--- src/rtl/cordic_ci_issuer.sv ---
// Initiator-side sequencer for the multicycle cosine custom-instruction slave:
// queues operands, issues them one at a time, captures results onto a valid/ready port.
module cordic_ci_issuer #(
    parameter int DEPTH   = 8,
    parameter int TIMEOUT = 15
) (
    input  logic        clock,
    input  logic        aclr,
    input  logic        in_valid,
    input  logic [31:0] in_data,
    output logic        in_ready,
    output logic        ci_aclr,
    output logic        ci_clk_en,
    output logic        ci_start,
    output logic [31:0] ci_dataa,
    input  logic [31:0] ci_result,
    input  logic        ci_done,
    output logic        out_valid,
    output logic [31:0] out_data,
    input  logic        out_ready,
    output logic        busy,
    output logic        timeout_err,
    output logic [15:0] done_count
);

    localparam int         AW        = $clog2(DEPTH);
    localparam logic [7:0] WAIT_LAST = 8'(TIMEOUT - 1);
    localparam logic [AW:0] PTR_ONE  = {{AW{1'b0}}, 1'b1};

    typedef enum logic [1:0] {
        S_IDLE,
        S_ISSUE,
        S_WAIT
    } state_t;

    state_t      state;
    state_t      state_next;

    logic [31:0] mem [DEPTH];
    logic [AW:0] wr_ptr;
    logic [AW:0] rd_ptr;
    logic        full;
    logic        empty;
    logic        push;
    logic        pop;
    logic        capture;
    logic        abort;
    logic        abort_pulse;
    logic [7:0]  wait_cnt;

    // Extra wrap bit distinguishes full from empty when the index bits match.
    assign empty    = (wr_ptr == rd_ptr);
    assign full     = (wr_ptr[AW] != rd_ptr[AW]) &&
                      (wr_ptr[AW-1:0] == rd_ptr[AW-1:0]);
    assign in_ready = !full;
    assign push     = in_valid && !full;
    assign ci_aclr  = aclr || abort_pulse;

    always_ff @(posedge clock) begin
        if (aclr) begin
            state <= S_IDLE;
        end else begin
            state <= state_next;
        end
    end

    always_comb begin
        state_next = state;
        pop        = 1'b0;
        capture    = 1'b0;
        abort      = 1'b0;
        ci_start   = 1'b0;
        ci_clk_en  = 1'b0;
        busy       = 1'b0;
        case (state)
            S_IDLE: begin
                // A pending result must be leaving this cycle before another issue.
                if (!empty && (!out_valid || out_ready)) begin
                    pop        = 1'b1;
                    state_next = S_ISSUE;
                end
            end
            S_ISSUE: begin
                ci_start   = 1'b1;
                ci_clk_en  = 1'b1;
                busy       = 1'b1;
                state_next = S_WAIT;
            end
            S_WAIT: begin
                ci_clk_en = 1'b1;
                busy      = 1'b1;
                if (ci_done) begin
                    capture    = 1'b1;
                    state_next = S_IDLE;
                end else if (wait_cnt == WAIT_LAST) begin
                    abort      = 1'b1;
                    state_next = S_IDLE;
                end
            end
            default: begin
                state_next = S_IDLE;
            end
        endcase
    end

    always_ff @(posedge clock) begin
        if (aclr) begin
            wr_ptr <= '0;
            rd_ptr <= '0;
        end else begin
            if (push) begin
                wr_ptr <= wr_ptr + PTR_ONE;
            end
            if (pop) begin
                rd_ptr <= rd_ptr + PTR_ONE;
            end
        end
    end

    always_ff @(posedge clock) begin
        if (push) begin
            mem[wr_ptr[AW-1:0]] <= in_data;
        end
    end

    always_ff @(posedge clock) begin
        if (aclr) begin
            ci_dataa    <= '0;
            wait_cnt    <= '0;
            abort_pulse <= 1'b0;
            timeout_err <= 1'b0;
        end else begin
            if (pop) begin
                ci_dataa <= mem[rd_ptr[AW-1:0]];
            end
            if (pop) begin
                wait_cnt <= '0;
            end else if (state == S_WAIT) begin
                wait_cnt <= wait_cnt + 8'd1;
            end
            abort_pulse <= abort;
            if (abort) begin
                timeout_err <= 1'b1;
            end
        end
    end

    // Capture takes priority over the consumer draining the previous result.
    always_ff @(posedge clock) begin
        if (aclr) begin
            out_valid  <= 1'b0;
            out_data   <= '0;
            done_count <= '0;
        end else begin
            if (capture) begin
                out_valid  <= 1'b1;
                out_data   <= ci_result;
                done_count <= done_count + 16'd1;
            end else if (out_ready) begin
                out_valid <= 1'b0;
            end
        end
    end

endmodule
--- config.mk ---
export PLATFORM = sky130hd
export DESIGN_NAME = cordic_ci_issuer
export DESIGN_NICKNAME = d
export VERILOG_FILES = /design/src/rtl/cordic_ci_issuer.sv
export SDC_FILE = /design/constraint.sdc
export NUM_CORES = 1
export LEC_CHECK = 0
export ABC_AREA = 0
export CAP_MARGIN = 15
export CORE_MARGIN = 2
export CORE_UTILIZATION = 47
export CTS_CLUSTER_DIAMETER = 50
export DETAILED_ROUTE_END_ITERATION = 6
export PLACE_DENSITY = 0.73
export SLEW_MARGIN = 10
export SYNTH_ARGS = -nofsm -noshare
export SYNTH_HDL_FRONTEND = slang
export SYNTH_SLANG_ARGS = --single-unit
--- constraint.sdc ---
create_clock -name clock -period 4 [get_ports clock]
set_input_delay 0.8 -clock clock [delete_from_list [all_inputs] [get_ports clock]]
set_output_delay 0.8 -clock clock [all_outputs]
set_load 0.05 [all_outputs]
==> results of run 1 <==
layout make-up:
type / instances / area share (%)
Timing Repair Buffer: 176 / 10.4
Tap cell: 384 / 2.82
Clock buffer: 51 / 6.39
Clock inverter: 21 / 1.42
Inverter: 8 / 0.176
Multi-Input combinational cell: 422 / 21.9
Sequential cell: 357 / 56.9
sequential cells by signal, summed over array words and instances, names as in the netlist:
register,flops
rd_ptr,4
wait_cnt,8
ci_dataa,32
mem,256
done_count,16
out_data,32
out_valid,1
timeout_err,1
wr_ptr,4
abort_pulse,1
state,2
through the flow:
step,utilization [%],power (W),setup slack [ns],cell area [µm²]
detailed placement,54.8,0.00683,1.01,15700
finish,59.6,0.0104,0.781,17100
CTS,59.5,0.0105,0.717,17000
global placement,54.8,0.00680,1.03,15700
global route,59.6,0.0108,0.669,17100
floorplan,-,0.00606,0.704,13700
cells by family (layout without fill, tap and decap cells):
logic type,Yosys count,in the layout,synth area share [%]
DFF,357,357,71.1
adders and majority gates,8,8,0.733
AOI/OAI and AO/OA,129,129,5.68
and+or+nand+nor,162,162,5.70
xor gates and xnor gates,24,24,1.54
muxes,99,99,13.1
buffers and inverters,62,256,2.06
per-layer routing:
| metal | vias up | global-route usage, % | part of all wire (%) |
|---|---|---|---|
| met3 | 47 | 3.67 | 6.7 |
| li1 | 3583 | - | - |
| met1 | 3890 | 26.3 | 43 |
| met5 | - | 0 | 0.048 |
| met4 | 2 | 4.90 | 2.0 |
| met2 | 307 | 31.6 | 48 |
path summary, 6_finish.rpt:
kind / from / to / slack, ns / cells after the start
min reg2reg: out_data[12] / out_data[12] / 0.45 / 2
min: out_data[12] / out_data[12] / 0.45 / 2
max reg2reg: rd_ptr[0] / mem[5][2] / 1.39 / 5
max: rd_ptr[0] / in_ready / 0.78 / 3
placed cells by master (no fill, tap or decap), drive strengths merged, types with 2 or more instances in the layout:
cell type      count
mux2i             34
and3               4
nand4              8
nand2             79
nor3              11
nand2b             8
and4               2
nand3              9
nor2              23
o41ai              2
clkinvlp           5
nor4               3
o31ai              3
clkinv            10
buf               22
clkdlybuf4s50    154
mux4              64
xor2              14
or3                7
a21oi             80
xnor2             10
clkbuf            51
edfxtp           256
a211oi            32
inv               11
and2               2
or4                3
o21ai              8
dfxtp            101
bufinv             3
ha                 8
critical path: stages, from the launching register on:
cell and delay, ns:
dfxtp_4 0.66, xnor2_1 0.17, nand4_1 0.19, clkdlybuf4s50_1 0.87
power breakdown:
part           internal [W]  switching [W]
sequential          0.00419       0.000163
combinational      0.000932        0.00148
clock               0.00215        0.00146
==> impl_metrics.yaml, run 1 <==
yosys:
  postSynthCellCount: 841
  synth_edf_count: 256
  synth_warnings: 0
  yosysSeqAreaShare_pct: 71.1
  syn-num-nets: 918
  netlist_top_cells_area: "edfxtp_1, dfxtp_1, mux4_2"
  synth_top_area_share_pct: 56.3
  synth_area_um2: 13600
  ys_seq_elements: 357
  syn_area_per_cell_um2: 16.2
  synthFlopType: "edfxtp_1"
  yosysUniqueCellTypes: 46
  synth_most_common_cell: "edfxtp_1"
  ys_top_cells_by_count: "edfxtp_1, dfxtp_1, a21oi_1"
  synthArstFlopShare_pct: 0
  synth_top_area_cell: "edfxtp_1"
cts:
  htree_levels: 2
  cts_buffer_depth: 3
  clk_pin_slew_worst_paths_ns: 0.06
  cts_hold_buf: 0
  clockRootBuffer: "clkbuf_16"
  numCtsBuffers: 39
  cts_tree: "yes"
  insertion_delay_ns: 0.53
  post_cts_buffers: 0
  cts.sink_count: 357
  post_cts_resized: 0
floorplanning:
  coreArea_um2: 28600
  die_x_um: 174
  ios: 156
  rows: 62
  start_util_pct: 47.7
  die_area_um2: 30400
  fp.dieH_um: 174
placement:
  gp_congestion: 0.750
  detailed_place_hpwl_um: 17000
  dpl.cell_count: 1345
  portBuffers: 155
detailed_routing:
  drtIter0Drc: 616
  vias: 7829
  drc_errors: 0
  viasPerCell: 5.52
  first_pass_iters: 5
  wl_per_cell_um: 20.5
  totalWireLength_um: 29000
  postRouteAntennaNets: 0
finish:
  drive_gt1_share_pct: 16.4
  finalNonFillerCells: 1419
  n_fill_cell: 2088
  areaGrowthSynthToFinish_pct: 25.0
  final_nets: 1081
  area.sequential_um2: 9720
  diodes: 0
  multi_input_area_um2: 3730
setup_path:
  required_ns: 3.20
  cp-start-kind: "register"
  endpoint_kind: "primary output"
  critPathMaxFanout: 25
  crit_arrival_ns: 2.42
  critPathKind: "reg -> out"
outcome:
  outcome: "complete, no violations"
sta:
  period_needed_ns: 3.22
  clock_skew_ns: 0.0205
  hold_viol: 0
  slew_violations: 0
  tightest_slew_ns: 0.866
  hold-worst-slack_ns: 0.453
  grt_setup_unrepaired: "false"
  fmax_mhz: 311
  min_period_over_period_pct: 80.5
  tns_ns: 0
  setup_violations: 0
  slew_headroom_pct: 42.3
grt:
  overflow: 0
  antenna_found_initial: 1
  grt_max_degree: 106
  grt_pass1_vias: 7897
  grt_use_total_pct: 19.1
  grt_pass1_wl_um: 45100
min_path:
  hold_class: "reg -> reg"
power:
  irDropWorstVdd_uv: 511
  power_density_nw_per_um2: 608
  p_leak_nw: 5.40
run:
  maxCapViolCount: 0
(Power assumes the default switching activity.)
==> inputs of run 2 (changes only) <==
==> constraint.sdc (replaced) <==
create_clock -name clock -period 3.1 [get_ports clock]
set_input_delay 0.62 -clock clock [delete_from_list [all_inputs] [get_ports clock]]
set_output_delay 0.62 -clock clock [all_outputs]
set_load 0.05 [all_outputs]
==> impl_metrics.yaml, run 2 (synthesis gave the netlist of run 1 again) <==
grt:
  grt_pass1_vias: 7764
  grt_use_total_pct: 18.6
  grt_pass1_wl_um: 43800
  grt_max_degree: 67
  antenna_found_initial: 1
  overflow: 0
cts:
  htree_levels: 2
  cts_buffer_depth: 3
  numCtsBuffers: 39
  cts.sink_count: 357
  insertion_delay_ns: 0.54
  clockRootBuffer: "clkbuf_16"
  post_cts_buffers: 0
  cts_tree: "yes"
  clk_pin_slew_worst_paths_ns: 0.05
  cts_hold_buf: 0
  post_cts_resized: 0
setup_path:
  critPathKind: "reg -> out"
  r2r_cells: 5
  endpoint_kind: "primary output"
  worstReg2RegEnd: "ci_dataa[4]"
  path_delay_family: "buffers and inverters"
  cp-start-kind: "register"
  critPathMaxFanout: 3
  critPathBufInv: 2
  cp_slowest_cell: "clkdlybuf4s50_1"
  crit_arrival_ns: 2.11
  r2r-start: "wr_ptr[0]"
  required_ns: 2.48
  rrSetupSlack_ns: 0.72
  crit_start: "state[1]"
  max_stage_delay_ns: 0.82
  path_cells: "inv_1 > ha_1 > clkdlybuf4s50_1"
  cp-endpoint: "ci_clk_en"
  worstSetupPathDepth: 3
finish:
  drive_gt1_share_pct: 17.1
  area.sequential_um2: 9720
  multi_input_area_um2: 3730
  areaGrowthSynthToFinish_pct: 25.1
  largest_reg_flops: 256
  final_cell_mix: "edfxtp_1, clkdlybuf4s50_1, dfxtp_1, a21oi_1, nand2_1"
  mostFrequentLayoutCell: "edfxtp_1"
  final_nets: 1082
  n_fill_cell: 2118
detailed_routing:
  viasPerCell: 5.46
  drtIter0Drc: 529
  vias: 7755
  wl_per_cell_um: 19.6
  postRouteAntennaNets: 0
  first_pass_iters: 4
  drc_errors: 0
  totalWireLength_um: 27900
placement:
  portBuffers: 155
  gp_congestion: 0.777
  detailed_place_hpwl_um: 16700
sta:
  tightest_slew_ns: 0.905
  clock_skew_ns: 0.0164
  period_needed_ns: 2.73
  hold-worst-slack_ns: 0.449
  hold_viol: 0
  min_period_over_period_pct: 88.2
  fmax_mhz: 366
  slew_headroom_pct: 39.6
  slew_violations: 0
  grt_setup_unrepaired: "false"
  setup_violations: 0
run:
  maxCapViolCount: 0
power:
  power_density_nw_per_um2: 778
  p_leak_nw: 5.43
  total_power_w: 0.0133
  irDropWorstVdd_uv: 648
floorplanning:
  fp.dieH_um: 174
  rows: 62
  die_area_um2: 30400
  ios: 156
  die_x_um: 174
  start_util_pct: 47.7
  coreArea_um2: 28600
outcome:
  outcome: "complete, no violations"
min_path:
  hold_class: "reg -> reg"
-- run 2: metal layers --
metal	vias up	global-route usage [%]	routed length, µm
li1	3586	-	-
met1	3849	25.1	11600
met2	275	30.8	13700
met3	45	3.78	1970
met4	0	5.15	585
met5	-	0	0
-- run 2: through the flow --
| step | utilization [%] | cell area, µm² | TNS [ns] | setup WS, ns | std cells |
|---|---|---|---|---|---|
| 2_1_floorplan | - | 13700 | -29.29 | -0.196 | 841 |
| 4_1_cts | 59.6 | 17100 | 0 | 0.0681 | 1420 |
| 3_3_place_gp | 55.1 | 15800 | 0 | 0.665 | 1348 |
| 5_1_grt | 59.7 | 17100 | 0 | 0.273 | 1421 |
| 3_5_place_dp | 55.1 | 15800 | 0 | 0.638 | 1348 |
| 6_report | 59.7 | 17100 | 0 | 0.367 | 1421 |
-- run 2: how the worst min path moves through the flow --
stage                        end         start  slack, ns  cells after the start
global route        out_data[24]  out_data[24]       0.47                      2
CTS                 out_data[27]  out_data[27]       0.45                      2
finish              out_data[10]  out_data[10]       0.45                      2
floorplan               state[1]      state[1]       0.46                      2
detailed placement  out_data[25]  out_data[25]       0.45                      2
global placement     out_data[7]   out_data[7]       0.44                      2
-- run 2: power by group --
group,internal [W],switching (W)
logic,0.00121,0.00195
clock network,0.00268,0.00189
registers,0.00541,0.000147
-- run 2: layout make-up --
cell class	count	share of cell area [%]
Clock inverter	24	1.36
Timing Repair Buffer	177	10.6
Sequential cell	357	56.9
Multi-Input combinational cell	422	21.8
Tap cell	384	2.81
Antenna cell	1	0.0147
Clock buffer	48	6.27
Inverter	8	0.176
-- run 2: worst min-delay path, delay by kind of cell, from the launching register on --
kind               cells  cell delay [ns]
DFF                    1             0.30
AOI/OAI and AO/OA      1             0.05
and+or+nand+nor        1             0.05
